==> config.mk <==
export PLATFORM = sky130hd
export DESIGN_NAME = bcd999_ctrl
export DESIGN_NICKNAME = d
export VERILOG_FILES = /design/src/rtl/bcd999_pkg.sv /design/src/rtl/bcd999_digit.sv /design/src/rtl/bcd999_ctrl.sv
export SDC_FILE = /design/constraint.sdc
export NUM_CORES = 1
export LEC_CHECK = 0
export CAP_MARGIN = 20
export CORE_MARGIN = 5
export CORE_UTILIZATION = 53
export CTS_BUF_LIST = sky130_fd_sc_hd__clkbuf_2 sky130_fd_sc_hd__clkbuf_4 sky130_fd_sc_hd__clkbuf_8
export DETAILED_ROUTE_END_ITERATION = 7
export HOLD_SLACK_MARGIN = 0.02
export PLACE_DENSITY = 0.83
export SETUP_SLACK_MARGIN = 0.3
export SLEW_MARGIN = 40
export SYNTH_ARGS = -nofsm -noshare
export SYNTH_HDL_FRONTEND = slang
export SYNTH_SLANG_ARGS = --single-unit
export TNS_END_PERCENT = 1
==> constraint.sdc <==
create_clock -name clk -period 3 [get_ports clk]
set_clock_uncertainty 0.15 [all_clocks]
set_input_delay 0.3 -clock clk [delete_from_list [all_inputs] [get_ports clk]]
set_output_delay 0.3 -clock clk [all_outputs]
set_load 0.005 [all_outputs]
==> src/rtl/bcd999_pkg.sv <==
// Shared types and BCD helpers for the bcd999_ctrl counter.
package bcd999_pkg;

    typedef enum logic [1:0] {
        IDLE  = 2'd0,
        RUN   = 2'd1,
        PAUSE = 2'd2,
        DONE  = 2'd3
    } state_t;

    localparam logic [3:0] BCD_MAX_DIGIT = 4'd9;

    function automatic logic is_bcd12(input logic [11:0] v);
        return (v[3:0] <= BCD_MAX_DIGIT) && (v[7:4] <= BCD_MAX_DIGIT) &&
               (v[11:8] <= BCD_MAX_DIGIT);
    endfunction

    // Value the chain will hold after one increment; 999 rolls to 000.
    function automatic logic [11:0] bcd_inc12(input logic [11:0] v);
        logic [11:0] r;
        r = v;
        if (v[3:0] != BCD_MAX_DIGIT) begin
            r[3:0] = v[3:0] + 4'd1;
        end else begin
            r[3:0] = 4'd0;
            if (v[7:4] != BCD_MAX_DIGIT) begin
                r[7:4] = v[7:4] + 4'd1;
            end else begin
                r[7:4]  = 4'd0;
                r[11:8] = (v[11:8] == BCD_MAX_DIGIT) ? 4'd0 : v[11:8] + 4'd1;
            end
        end
        return r;
    endfunction

endpackage

==> src/rtl/bcd999_digit.sv <==
// One BCD decade: clear beats load beats enable; carry_o feeds the next decade.
module bcd_digit
    import bcd999_pkg::*;
(
    input  logic       clk,
    input  logic       rst,
    input  logic       clr,
    input  logic       load,
    input  logic [3:0] load_val,
    input  logic       en,
    output logic [3:0] digit,
    output logic       carry_o
);

    assign carry_o = en && (digit == BCD_MAX_DIGIT);

    always_ff @(posedge clk) begin
        if (rst || clr) begin
            digit <= 4'd0;
        end else if (load) begin
            digit <= load_val;
        end else if (en) begin
            digit <= carry_o ? 4'd0 : digit + 4'd1;
        end
    end

endmodule

==> src/rtl/bcd999_ctrl.sv <==
// Run/stop/clear/preset controller around a three-decade BCD count chain.
module bcd999_ctrl
    import bcd999_pkg::*;
#(
    parameter int PRESCALE = 1
) (
    input  logic        clk,
    input  logic        rst,
    input  logic        start_i,
    input  logic        stop_i,
    input  logic        clear_i,
    input  logic        load_i,
    input  logic [11:0] load_val_i,
    input  logic [11:0] target_i,
    input  logic        wrap_mode_i,
    output logic [3:0]  q1_o,
    output logic [3:0]  q2_o,
    output logic [3:0]  q3_o,
    output logic        running_o,
    output logic        done_o,
    output logic        wrap_o,
    output logic        err_o,
    output logic [1:0]  state_o
);

    localparam int PW = $clog2(PRESCALE + 1);
    localparam logic [PW-1:0] PRESC_LAST = PW'(PRESCALE - 1);

    state_t        state, state_next;
    logic [PW-1:0] presc, presc_next;
    logic [11:0]   target_q;
    logic          mode_q;
    logic [11:0]   count;
    logic          cnt_clr, cnt_load, cnt_inc;
    logic          latch_tgt, err_set, done_set, wrap_set;
    logic          carry_u, carry_t, carry_h;

    assign count     = {q3_o, q2_o, q1_o};
    assign running_o = (state == RUN);
    assign state_o   = state;

    bcd_digit u_units (
        .clk(clk), .rst(rst), .clr(cnt_clr), .load(cnt_load),
        .load_val(load_val_i[3:0]), .en(cnt_inc), .digit(q1_o), .carry_o(carry_u)
    );
    bcd_digit u_tens (
        .clk(clk), .rst(rst), .clr(cnt_clr), .load(cnt_load),
        .load_val(load_val_i[7:4]), .en(carry_u), .digit(q2_o), .carry_o(carry_t)
    );
    bcd_digit u_hund (
        .clk(clk), .rst(rst), .clr(cnt_clr), .load(cnt_load),
        .load_val(load_val_i[11:8]), .en(carry_t), .digit(q3_o), .carry_o(carry_h)
    );

    // Branch order encodes command priority: clear, load, stop, start.
    always_comb begin
        state_next = state;
        presc_next = presc;
        cnt_clr    = 1'b0;
        cnt_load   = 1'b0;
        cnt_inc    = 1'b0;
        latch_tgt  = 1'b0;
        err_set    = 1'b0;
        done_set   = 1'b0;
        wrap_set   = 1'b0;
        if (clear_i) begin
            state_next = IDLE;
            presc_next = '0;
            cnt_clr    = 1'b1;
        end else if (load_i && state != RUN) begin
            if (!is_bcd12(load_val_i)) begin
                err_set = 1'b1;
            end else begin
                cnt_load = 1'b1;
                if (state == DONE) state_next = IDLE;
            end
        end else begin
            case (state)
                RUN: begin
                    if (stop_i) begin
                        state_next = PAUSE;
                    end else if (!mode_q && count == target_q) begin
                        // Started while already sitting on the target.
                        state_next = DONE;
                        done_set   = 1'b1;
                    end else if (presc == PRESC_LAST) begin
                        presc_next = '0;
                        if (mode_q && count == target_q) begin
                            cnt_clr  = 1'b1;
                            wrap_set = 1'b1;
                        end else begin
                            // 999 rolls over through the chain; carry_h flags the wrap.
                            cnt_inc = 1'b1;
                            if (!mode_q && bcd_inc12(count) == target_q) begin
                                state_next = DONE;
                                done_set   = 1'b1;
                            end
                        end
                    end else begin
                        presc_next = presc + 1'b1;
                    end
                end
                PAUSE: begin
                    if (start_i) state_next = RUN;
                end
                default: begin
                    if (start_i) begin
                        latch_tgt = 1'b1;
                        if (!is_bcd12(target_i)) begin
                            err_set = 1'b1;
                        end else begin
                            presc_next = '0;
                            state_next = RUN;
                        end
                    end
                end
            endcase
        end
    end

    always_ff @(posedge clk) begin
        if (rst) begin
            state    <= IDLE;
            presc    <= '0;
            target_q <= 12'h000;
            mode_q   <= 1'b0;
            err_o    <= 1'b0;
            done_o   <= 1'b0;
            wrap_o   <= 1'b0;
        end else begin
            state  <= state_next;
            presc  <= presc_next;
            done_o <= done_set;
            wrap_o <= wrap_set | carry_h;
            if (latch_tgt) begin
                target_q <= target_i;
                mode_q   <= wrap_mode_i;
            end
            if (clear_i) begin
                err_o <= 1'b0;
            end else if (err_set) begin
                err_o <= 1'b1;
            end
        end
    end

endmodule

# Word level (Yosys, flattened, before mapping)
# Index checks and enable logic that the tools add are counted.
# classes
n_addsub,4
order_cmp,6
n_eq_ne,19
n_mux,78
n_bitwise,4
n_reduce_logical,25
# op_table
operator,n
4-bit two-way mux,20
8-bit two-way mux,8
1-bit two-way mux,37
12-bit equality test,2
"4-bit less-or-equal comparator, second input constant",6
2-bit two-way mux,11
"4-bit by 1-bit adder with 4-bit output, second input constant",3
"4-bit equality test, second input constant",3
1-bit logical AND,11
2-bit nonzero test,5
"4-bit != test, second input constant",2
8-bit AND reduction,1
"2-bit by 1-bit != test with 1-bit output, second input constant",3
6-bit AND reduction,1
"5-bit by 2-bit != test with 1-bit output, second input constant",1
"5-bit by 3-bit != test with 1-bit output, second input constant",1
"5-bit != test, second input constant",1
5-bit OR reduction,1
"2-bit equality test, second input constant",2
"2-bit != test, second input constant",2
2-bit one-hot mux with 2 select lines,1
4-bit nonzero test,1
2-bit OR reduction,2
"3-bit != test, second input constant",1
8 further kinds,10
# totals
register_bits,31
input_bits,31
output_inout_bits,18
elab_cells,146

# Longest topological paths before layout
# logic_depth
word_depth,20
ltp_mapped,10
ltp_nobuf,8

# Modules after synthesis
# A second synthesis with hierarchy kept.
# unflattened
cells_unflattened,279
area_unflattened_um2,2105.8
# modules_own_cells
module,instances,cells_per_inst,area_each_um2,seq_area_each_um2
bcd999_ctrl,1,183,1362.6,360.3
bcd_digit,3,32,247.7,80.1

# Worst setup path before layout
# OpenSTA, ideal clock, no wires.
# synth_path
path_type,register -> register
startpoint,register u_units.digit[0]
endpoint,register done_o
setup_time_ps,79
arrival_ps,2223
required_time_ps,2771
slack_ps,547
stages_incl_launch_ff,9
path_buffers,1
period_less_slack_ps,2453
cell_sequence,dfxtp_1 -> ha_1 -> and3b_1 -> buf_6 -> nand2_4 -> a2111o_1 -> a2111oi_4 -> nand4_2 -> a211oi_2
# synth_between
elab_chain_len,15
elab_cells_between_ends,27
cone_classes,1 x add/sub; 3 x eq/ne; 20 x mux; 3 x reduce/logical
# synth_lines
item,line_no,rtl
from (decl),bcd999_digit.sv:11,"output logic [3:0] digit,"
from (signal assigned),bcd999_digit.sv:21,digit <= load_val;
from (signal assigned),bcd999_digit.sv:23,digit <= carry_o ? 4'd0 : digit + 4'd1;
4-bit by 1-bit adder with 4-bit output / 4-bit != test (equally long branches),"bcd999_pkg.sv:23, bcd999_pkg.sv:22",
4-bit two-way mux / 8-bit two-way mux (equally long branches),bcd999_pkg.sv:22,if (v[3:0] != BCD_MAX_DIGIT) begin
4-bit two-way mux / 8-bit two-way mux (equally long branches),bcd999_ctrl.sv:88,if (mode_q && count == target_q) begin
4-bit two-way mux / 8-bit two-way mux (equally long branches),bcd999_ctrl.sv:86,end else if (presc == PRESC_LAST) begin
4-bit two-way mux / 8-bit two-way mux (equally long branches),bcd999_ctrl.sv:82,end else if (!mode_q && count == target_q) begin
4-bit two-way mux / 8-bit two-way mux (equally long branches),bcd999_ctrl.sv:80,if (stop_i) begin
4-bit two-way mux / 8-bit two-way mux (equally long branches),bcd999_ctrl.sv:78,case (state)
4-bit two-way mux / 8-bit two-way mux (equally long branches),bcd999_ctrl.sv:70,end else if (load_i && state != RUN) begin
4-bit two-way mux / 8-bit two-way mux (equally long branches),bcd999_ctrl.sv:66,if (clear_i) begin
12-bit equality test,bcd999_ctrl.sv:94,if (!mode_q && bcd_inc12(count) == target_q) begin
1-bit logical AND,bcd999_ctrl.sv:94,
1-bit two-way mux,bcd999_ctrl.sv:94,
1-bit two-way mux,bcd999_ctrl.sv:88,
1-bit two-way mux,bcd999_ctrl.sv:86,
1-bit two-way mux *,bcd999_ctrl.sv:82,
to (signal assigned),bcd999_ctrl.sv:133,done_o <= done_set;
to (decl),bcd999_ctrl.sv:20,"output logic done_o,"
# Every way passes the cells marked *; elsewhere a longest branch is shown, timed or not. The select of a mux whose other input is x is not followed.
# A chain may end at the register's enable or synchronous reset.

# Final worst setup path
# layout_path
startpoint,register u_units.digit[1]
endpoint,register state[0] (netlist: state_o[0])
# layout_between
elab_chain_len,13
elab_cells_between_ends,31
cone_classes,1 x add/sub; 6 x eq/ne; 20 x mux; 4 x reduce/logical
# layout_lines
item,line_no,rtl
4-bit by 1-bit adder with 4-bit output / 4-bit != test (equally long branches),"bcd999_pkg.sv:23, bcd999_pkg.sv:22",
4-bit two-way mux / 8-bit two-way mux (equally long branches),bcd999_pkg.sv:22,
4-bit two-way mux / 8-bit two-way mux (equally long branches),bcd999_ctrl.sv:88,
4-bit two-way mux / 8-bit two-way mux (equally long branches),bcd999_ctrl.sv:86,
4-bit two-way mux / 8-bit two-way mux (equally long branches),bcd999_ctrl.sv:82,
4-bit two-way mux / 8-bit two-way mux (equally long branches),bcd999_ctrl.sv:80,
4-bit two-way mux / 8-bit two-way mux (equally long branches),bcd999_ctrl.sv:78,
4-bit two-way mux / 8-bit two-way mux (equally long branches),bcd999_ctrl.sv:70,
4-bit two-way mux / 8-bit two-way mux (equally long branches),bcd999_ctrl.sv:66,
12-bit equality test,bcd999_ctrl.sv:94,
1-bit logical AND,bcd999_ctrl.sv:94,
5-bit by 2-bit != test with 1-bit output (no source line),n/a,
8-bit AND reduction (no source line),n/a,
to (signal assigned),bcd999_ctrl.sv:131,state <= state_next;
to (decl),bcd999_ctrl.sv:29,"state_t state, state_next;"
# Parallel ways exist; a longest one is shown, timed or not. The select of a mux whose other input is x is not followed.

==> summary.txt <==
Route
  – Residual DRC count: 0
  – Total wire length: around 6000 um
  – Drt first pass iters: 4
  – Routed Antenna Nets: 0
  – Via Count: 2198
  – Via-per-instance ratio: between 5 and 6
  – DRT iter0 DRCs: between 150 and 200
  – WL/cell: 16.01 um

CTS
  – CTS Buffer Depth: 2
  – Worst skew pair latency: between 0.2 and 0.3 ns
  – CTS Hold Buffers Added: 0
  – Num Clock Sinks: 30
  – Inserted Clock Buffers: 5
  – Clock root buffer: clkbuf_8
  – CTS H-tree depth: 2
  – Clock transition at the registers of the reported paths: roughly 0.080 ns
  – CTS tree: done

Die
  – Die Wd: approximately 75 um
  – Rows: 23
  – Core Box Area: between 4000 and 5000 um^2
  – Die area: ~5700 um^2
  – Initial Util: 0.5581
  – Top Ports: between 40 and 50
  – Die Y: 75.37 um

Power
  – Fraction of power spent switching nets: 0.2835
  – Worst IR Drop VDD: about 0.23 mV
  – Clock share of power: 0.375
  – Pwr dens: roughly 330 nW/um^2
  – Sequential share of power: 0.445
  – Pint: ~0.00068 W
  – Switching component of the power: approximately 0.00027 W
  – Total leakage power: approximately 1.1 nW
  – Combinational share of power: 0.180

Critical path
  – CP Data Arrival Time: approximately 2.6 ns
  – Buf+Inv Stages, Crit Path: 1
  – Critical Path RT: between 3 and 4 ns
  – Reg2reg path depth: 8
  – CP delay by family, top: compound AO/OA/AOI/OAI gates
  – Slowest cell on the critical path: a2111o_1
  – Crit path to: state_o[0]
  – Critical path startpoint: u_units.digit[1]
  – Reg-to-reg slack, setup: approximately 0.44 ns
  – Reg-to-Reg Start: u_units.digit[1]
  – CP cell instances: inv_1 -> ha_1 -> and3b_2 -> o21a_1 -> a2111o_1 -> a2111oi_4 -> nand4_2 -> a211oi_2
  – WS Path Type: flop to flop
  – Setup crit end kind: flop
  – Slowest stage delay, CP: between 0.4 and 0.5 ns
  – CP Launch Type: flop
  – Stages on worst setup path: 8
  – Reg2Reg Capture Point: state_o[0]
  – Worst-path fanout max: 11

STA
  – Fmax: roughly 390 MHz
  – Final setup vio count: 0
  – Final setup margin: roughly 0.44 ns
  – Final setup TNS: 0 ns
  – Final Hold Fails: 0
  – Max-slew violations: 0
  – Worst slew pin tran: approximately 0.43 ns
  – Min Tclk post-route: about 2.6 ns
  – Worst rel slew slack: 0.7073
  – Period utilization: 0.8518
  – Setup repair after global routing missed its margin: false

Global routing
  – Vias in the first global route: roughly 2000
  – GR Util met2: 0.3615
  – Tot GR Track Use: 0.2211
  – Initial antenna violation count: 0
  – Largest net degree at the start of global routing: 16
  – Met3 usage: 0.03826
  – Routing usage on met1: 0.3035
  – GR peak layer: met2
  – Total grt overflow: 0
  – First-pass GRT wire length: 9563 um

Placed design
  – Placer Congestion: 1.018
  – Dpl hpwl: 4705 um
  – Dpl ws: around 0.41 ns
  – Placed instance count: roughly 370
  – Port-buffer cells: 48

Yosys
  – Cell Area, Synth: between 2000 and 2500 um^2
  – Largest area contributor in the netlist: dfxtp_1
  – Post-synth top flop: dfxtp_1
  – Post-synth top cells: dfxtp_1 (30), nor2_1 (29), mux2i_1 (20), xor2_1 (14), o21ai_0 (13)
  – Most frequent cell after synthesis: dfxtp_1
  – Number of synthesized flops with an enable pin: 0
  – Post-synth ARST share: 0
  – Area contributors post-synth: dfxtp_1 (27%), mux2i_1 (8.8%), xor2_1 (5.4%), ha_1 (5.0%), nor2_1 (4.8%)
  – Synth unique cells: 55
  – Gate Count Post-Synth: approximately 270
  – Top cell type's share of synthesized area: 0.2652
  – Synthesized flop and latch total: 30
  – Mean cell area of the mapped netlist: around 8.3 um^2
  – Syn Nets: 312
  – Synth Warn #: 0
  – Sequential-to-total area share from yosys stat: 0.2652

Layout
  – Layout Nets: approximately 360
  – Final cell count without fillers: between 300 and 400
  – Layout area overhead: 28.12%
  – ANT cells: 0
  – Share of post-route cells with drive strength above 1: 0.1046

Outcome
  – Outcome: complete, no violations

Job
  – Max cap viols: 0

Min path
  – Worst min path class: flop to flop
cells in the final DEF, fill, tap and decap left out, drive strengths merged, types with 3 or more instances in the layout:
cell type      netlist  routed
o221ai               3       3
clkdlybuf4s50        0      48
buf                 12      13
and2                 4       4
nand2b               4       4
a211oi               7       7
or3                 10      10
nand4b               3       3
o21ai               13      13
clkbuf               4       6
nor2b                3       3
nor3                13      13
dfxtp               30      30
nand2               13      13
mux2i               20      20
nand3               12      12
nand3b               4       4
nor4                 8       8
and3b                3       3
a31oi                5       5
a21oi                5       5
xnor2                3       3
xor2                14      14
ha                   9       9
nor2                29      29
a311oi               3       3
inv                  9       9
final cells by class:
| cell class | instances | area [um^2] |
|---|---|---|
| inverters | 9 | 33.78 |
| multi-input cells | 217 | 1530 |
| clock inverters | 2 | 12.51 |
| repair buffers | 61 | 578.1 |
| fillers | 321 | 1156 |
| clock buffers | 6 | 82.58 |
| flip-flops and latches | 30 | 601.8 |
| well taps | 50 | 62.56 |
worst min path at each step:
stage	cells past startpoint	slack, ns	from	to
detailed placement	2	0.33	err_o	err_o
finish	2	0.37	err_o	err_o
CTS	2	0.36	err_o	err_o
floorplan	1	0.22	rst	target_q[0]
global placement	2	0.33	err_o	err_o
global route	2	0.40	err_o	err_o
worst min-delay path: cells and delay by family (launching register included):
| kind | cells | cell delay [ns] |
|---|---|---|
| flip-flops | 1 | 0.34 |
| AND/OR/NAND/NOR | 2 | 0.15 |
kinds of logic (layout without fill, tap and decap cells):
family,count (synthesis),count (layout),synth area share
and+or+nand+nor,113,113,0.2751
AOI/OAI and AO/OA,57,57,0.1906
DFF,30,30,0.2652
buffers and inverters,25,78,0.06022
muxes,21,21,0.09337
xor gates and xnor gates,17,17,0.06575
adders and majority gates,9,9,0.04972
per-stage QoR:
stage / utilization / instance area, um^2 / hold slack, ns / total power (W)
floorplan: - / 2265 / 0.2224 / 0.0005267
global placement: 0.6870 / 2788 / 0.3342 / 0.0005992
detailed placement: 0.6870 / 2788 / 0.3300 / 0.0006011
CTS: 0.7105 / 2883 / 0.3609 / 0.0009555
global route: 0.7151 / 2902 / 0.3976 / 0.0009891
finish: 0.7151 / 2902 / 0.3740 / 0.0009507
power groups by stage:
stage	Sequential [W]	Clock, W	Combinational, W
after global routing	0.000425	0.000379	0.000186
after floorplan	0.000427	0	0.0000999
final	0.000423	0.000357	0.000171
after detailed placement	0.000432	0	0.000169
after CTS	0.000423	0.000362	0.000170
after global placement	0.000431	0	0.000168
timing repair:
item | 4_1_cts | 5_1_grt
resized for setup | 0 | 3
endpoints found under the setup margin | 0 | 3
setup buffers | 0 | 2
flip-flops by register name, summed over array words and instances, names as in the netlist:
signal         flops
target_q          12
u_units.digit      4
state_o            2
err_o              1
wrap_o             1
u_hund.digit       4
done_o             1
mode_q             1
u_tens.digit       4
metal layers:
layer	vias up	wire length [um]
met4	0	42
li1	1104	-
met5	-	0
met3	5	469
met1	1022	2731
met2	67	2759
Note: power is estimated with default switching activity, not from simulation.
